File: src/rtl/credit_tx.sv
// credit_tx: stages upstream words and issues them as credit-gated bursts.
// Define CREDIT_TX_STATS_EN to build the word and stall-cycle counters.
module credit_tx #(
    parameter int DEPTH       = 1024,
    parameter int WIDTH       = 32,
    parameter int ADDR_W      = $clog2(DEPTH),
    parameter int STAGE_DEPTH = 4,
    parameter int BURST_MIN   = 1,
    parameter int BURST_MAX   = 16
) (
    input  logic              re_clk,
    input  logic              re_reset_n,
    input  logic              src_valid,
    output logic              src_ready,
    input  logic [WIDTH-1:0]  src_data,
    input  logic [ADDR_W:0]   re_credit,
    output logic              re_valid,
    output logic [WIDTH-1:0]  data_in,
    output logic              tx_busy,
    output logic [31:0]       stat_words,
    output logic [31:0]       stat_stall_cycles
);
    localparam int SW = $clog2(STAGE_DEPTH);
    localparam int BW = $clog2(BURST_MAX + 1);
    localparam logic [SW:0]     STAGE_FULL = STAGE_DEPTH[SW:0];
    localparam logic [ADDR_W:0] BMIN       = BURST_MIN[ADDR_W:0];
    localparam logic [BW-1:0]   BMAX       = BURST_MAX[BW-1:0];

    typedef enum logic [1:0] {IDLE, SEND, STALL, GAP} state_t;

    state_t            state_q, state_d;
    logic [BW-1:0]     burst_cnt_q, burst_cnt_d;
    logic [SW:0]       stage_cnt_q, stage_cnt_d;
    logic [SW-1:0]     wr_ptr_q, wr_ptr_d;
    logic [SW-1:0]     rd_ptr_q, rd_ptr_d;
    logic              re_valid_q, re_valid_d;
    logic [WIDTH-1:0]  data_q, data_d;
    logic              ready_q, ready_d;
    logic [WIDTH-1:0]  mem_q [STAGE_DEPTH];

    logic [ADDR_W:0]   eff;
    logic              has, push, issue;

    always_comb begin
        // eff discounts the write that completes at the coming edge
        eff         = re_credit - (ADDR_W+1)'(re_valid_q);
        has         = (stage_cnt_q != '0);
        push        = src_valid && ready_q;
        issue       = 1'b0;
        state_d     = state_q;
        burst_cnt_d = burst_cnt_q;
        unique case (state_q)
            IDLE:        issue = has && (eff >= BMIN);
            SEND, STALL: issue = has && (eff != '0);
            GAP:         state_d = IDLE;
            default:     state_d = IDLE;
        endcase
        stage_cnt_d = stage_cnt_q + (SW+1)'(push) - (SW+1)'(issue);
        if (issue) begin
            burst_cnt_d = (state_q == IDLE) ? BW'(1) : burst_cnt_q + BW'(1);
            if (burst_cnt_d == BMAX || stage_cnt_d == '0) begin
                state_d     = GAP;
                burst_cnt_d = '0;
            end else begin
                state_d = SEND;
            end
        end else if (state_q == SEND) begin
            state_d = has ? STALL : GAP;
            if (!has) burst_cnt_d = '0;
        end
        wr_ptr_d   = wr_ptr_q + SW'(push);
        rd_ptr_d   = rd_ptr_q + SW'(issue);
        re_valid_d = issue;
        data_d     = issue ? mem_q[rd_ptr_q] : data_q;
        ready_d    = (stage_cnt_d != STAGE_FULL);
    end

    always_ff @(posedge re_clk or negedge re_reset_n) begin
        if (!re_reset_n) begin
            state_q     <= IDLE;
            burst_cnt_q <= '0;
            stage_cnt_q <= '0;
            wr_ptr_q    <= '0;
            rd_ptr_q    <= '0;
            re_valid_q  <= 1'b0;
            data_q      <= '0;
            ready_q     <= 1'b0;
        end else begin
            state_q     <= state_d;
            burst_cnt_q <= burst_cnt_d;
            stage_cnt_q <= stage_cnt_d;
            wr_ptr_q    <= wr_ptr_d;
            rd_ptr_q    <= rd_ptr_d;
            re_valid_q  <= re_valid_d;
            data_q      <= data_d;
            ready_q     <= ready_d;
        end
    end

    always_ff @(posedge re_clk) begin
        if (push) mem_q[wr_ptr_q] <= src_data;
    end

    assign src_ready = ready_q;
    assign re_valid  = re_valid_q;
    assign data_in   = data_q;
    assign tx_busy   = (state_q != IDLE) || has;

`ifdef CREDIT_TX_STATS_EN
    logic [31:0] words_q, words_d;
    logic [31:0] stall_q, stall_d;

    always_comb begin
        words_d = words_q + 32'(issue);
        stall_d = stall_q + 32'(state_q == STALL);
    end

    always_ff @(posedge re_clk or negedge re_reset_n) begin
        if (!re_reset_n) begin
            words_q <= '0;
            stall_q <= '0;
        end else begin
            words_q <= words_d;
            stall_q <= stall_d;
        end
    end

    assign stat_words        = words_q;
    assign stat_stall_cycles = stall_q;
`else
    assign stat_words        = '0;
    assign stat_stall_cycles = '0;
`endif
endmodule

File: config.mk
export PLATFORM = sky130hd
export DESIGN_NAME = credit_tx
export DESIGN_NICKNAME = d
export VERILOG_FILES = /design/src/rtl/credit_tx.sv
export SDC_FILE = /design/constraint.sdc
export NUM_CORES = 1
export LEC_CHECK = 0
export CAP_MARGIN = 20
export CORE_MARGIN = 4
export CORE_UTILIZATION = 25
export CTS_BUF_LIST = sky130_fd_sc_hd__clkbuf_4 sky130_fd_sc_hd__clkbuf_8
export CTS_CLUSTER_DIAMETER = 30
export DETAILED_ROUTE_END_ITERATION = 10
export GPL_TIMING_DRIVEN = 1
export HOLD_SLACK_MARGIN = 0.06
export PLACE_DENSITY = 0.44
export SLEW_MARGIN = 20
export SYNTH_ARGS = -nofsm -noshare
export SYNTH_HDL_FRONTEND = slang
export SYNTH_SLANG_ARGS = --single-unit
File: constraint.sdc
create_clock -name re_clk -period 11 [get_ports re_clk]
set_input_delay 2.2 -clock re_clk [delete_from_list [all_inputs] [get_ports re_clk]]
set_output_delay 2.2 -clock re_clk [all_outputs]
set_load 0.05 [all_outputs]
==> results.ini <==
[run_status]
status = completed

[synth]
synth_xor_area_frac = 0.00954
yosys.area_share.adder = 0.0215
synthCells = 390
synthSimpleGateAreaFrac = 0.0262
synth_compound_area_frac = 0.0128
synth_area_um2 = 7340
yosysWarnings = 0
syn_avg_cell_area_um2 = 18.8
ys_seq_elements = 176
yosys.cell_types.count = 40
synth.area.mux_share = 0.162
synth_seq_area_share = 0.687
synth_top_family_by_area = multiplexers

[sta]
relSlewSlack = 0.329
drv_slew = 0
period_needed_ns = 6.69
skew_ns = 0.0240
hold_viol = 0
fin_crit_sh = 0.608
timing.fmax_mhz = 150
rsz0062_at_grt = no
tightest_slew_ns = 1.01
setup_violations = 0
fin_setup_tns_ns = 0

[detailed_routing]
ant_nets = 0
wl_met1_mm = 6.14
finalWirelength_mm = 14.5
top_layer_used = met4
dr_wl_met3_mm = 1.06
viasPerCell = 4.00
drc_errors = 0
vias = 3512
first_pass_iters = 4
met2_length_mm = 7.17
drt_iter0_drc = 231
routedWlPerCell_um = 16.5

[job]
cap_viol_max_count = 0

[critical_path]
path_max_fanout = 38
cp_slowest_stage_delay_ns = 0.53
critPathBufInv = 5
critPathKind = input pin to register
cpMostUsedCell = ha_1
crit_required_ns = 11.35
r2r-start = re_valid
critPathCaptureType = register
cp_data_arrival_time_ns = 7.04
startpoint_type = input pin
crit_path_top_delay_cell = fa_1
critical_path.top_delay_family = adder cells
crit_start = re_credit[0]
cp_cell_sequence = clkdlybuf4s50_1, inv_1, ha_1, ha_1, xor2_1, or4_4, o31ai_4, inv_4, ha_1, inv_1, ha_1, inv_1, fa_1, or3b_2, mux2i_1, nor2_1, and3_1, a31o_2

[power]
p_per_area_nw_per_um2 = 294
vdd_drop_max_mv = 0.145
p_leak_nw = 3.21

[final_layout]
fin_area_um2 = 8760
diodes = 0
synthToLayoutAreaGrowth_pct = 19.4
layout_common_cells = edfxtp_1, clkdlybuf4s50_1, conb_1
layout_commonest_cell = edfxtp_1
nNetsFinal = 540
drive_gt1_frac = 0.234
nFillCells = 2845

[global_routing]
first_global_vias = 3725
grtUsageTotal = 0.0925
grt-ovfl-total = 0
antenna_found_initial = 0
grt_pass1_wl_mm = 21.9
grt_max_degree = 49

[min_path]
hp-class = register to register
hp-start = data_in[19]

[clock_network]
clk_path_buf_depth = 2
postCtsSetupBuffers = 0
postCtsHoldBufs = 0
cts_buffers = 17
cts-root-buf = clkbuf_8
path_clk_slew_ns = 0.10
cts.sinks = 176
clk_latency_ns = 0.46
cts_tree = yes
htree_levels = 4
cts_resized = 0

[place]
place_area_um2 = 8360
globalplace.congestion = 0.680
numPortBuffers = 80
hpwl_mm = 8.27

[floorplanning]
rows = 62
fp.dieW_um = 179
die_h_um = 179
start_util = 0.254
coreArea_um2 = 28900
io_pins = 145
die_area_um2 = 32200

-- registers in the layout (all words and copies together), names as in the netlist --
register     cells
burst_cnt_q      5
data_in         32
mem_q          128
rd_ptr_q         2
re_valid         1
src_ready        1
stage_cnt_q      3
state_q          2
wr_ptr_q         2
-- cells in the mapped netlist (all sizes together) --
cell     number  area [um2]
edfxtp      128        3840
buf          68         519
or2           1        6.26
or3b          1        8.76
xor2          5        43.8
nand4b        1        8.76
o31ai         3        36.3
or4           2        18.8
mux2         32         462
nand3b        2        15.0
nand2b        2        12.5
nor2b         1        6.26
nor4          2        12.5
xnor2         3        26.3
ha           11         138
conb          1        3.75
fa            1        20.0
dfrtp        48        1200
a21o          1        7.51
a31o          2        17.5
inv          10        40.0
nor2          3        11.3
and3          3        18.8
nor3b         3        22.5
clkbuf        7        26.3
a2111oi       1        8.76
mux4         32         721
a21oi         3        18.8
nand2         3        11.3
mux2i         1        10.0
o21ai         1        5.00
nand3         5        25.0
nor3          3        15.0
-- layout make-up --
| class | instances | area [um2] | share of cell area |
|---|---|---|---|
| Clock inverter | 14 | 159 | 0.0181 |
| Tap cell | 384 | 480 | 0.0548 |
| Clock buffer | 18 | 241 | 0.0276 |
| Inverter | 10 | 40.0 | 0.00457 |
| Multi-Input combinational cell | 192 | 1960 | 0.224 |
| Timing Repair Buffer | 85 | 833 | 0.0951 |
| Sequential cell | 176 | 5050 | 0.576 |
-- cell families (layout without fill, tap and decap cells) --
| logic type | Yosys count | count (layout) |
|---|---|---|
| mux | 65 | 65 |
| compound gates | 11 | 11 |
| buf+inv | 85 | 127 |
| fa+ha+maj | 12 | 12 |
| other cells | 1 | 64 |
| simple gates | 32 | 32 |
| xor+xnor | 8 | 8 |
| flops | 176 | 176 |
-- metrics by stage --
stage | std cells | hold WS (ns) | util | total power (W) | setup slack [ns]
global placement | 847 | 0.509 | 0.290 | 0.00216 | 3.90
global route | 879 | 0.547 | 0.304 | 0.00273 | 4.06
CTS | 879 | 0.531 | 0.304 | 0.00263 | 4.32
floorplan | 453 | 0.477 | - | 0.00187 | 4.89
detailed placement | 847 | 0.497 | 0.290 | 0.00217 | 3.82
finish | 879 | 0.524 | 0.304 | 0.00257 | 4.31
-- per-layer routing --
| layer | track usage | vias up |
|---|---|---|
| li1 | - | 1543 |
| met1 | 0.109 | 1822 |
| met2 | 0.159 | 136 |
| met3 | 0.0342 | 11 |
| met4 | 0.0257 | 0 |
| met5 | 0 | - |
-- report_power, final --
group	internal (W)	switching, W
clock	0.000176	0.000269
sequential	0.000906	0.000124
combinational	0.000493	0.000604
total	0.00158	0.000997
-- worst paths after layout --
kind / end / slack (ns) / cells past startpoint
worst min register to register: data_in[19] / 0.52 / 1
max in group asynchronous: rd_ptr_q[0] / 8.56 / 2
worst max-delay path: burst_cnt_q[1] / 4.31 / 18
min in group asynchronous: data_in[0] / 1.88 / 2
worst max register to register: burst_cnt_q[1] / 6.16 / 16
worst min-delay path: data_in[19] / 0.52 / 1
Note: power is estimated with default switching activity, not from simulation.
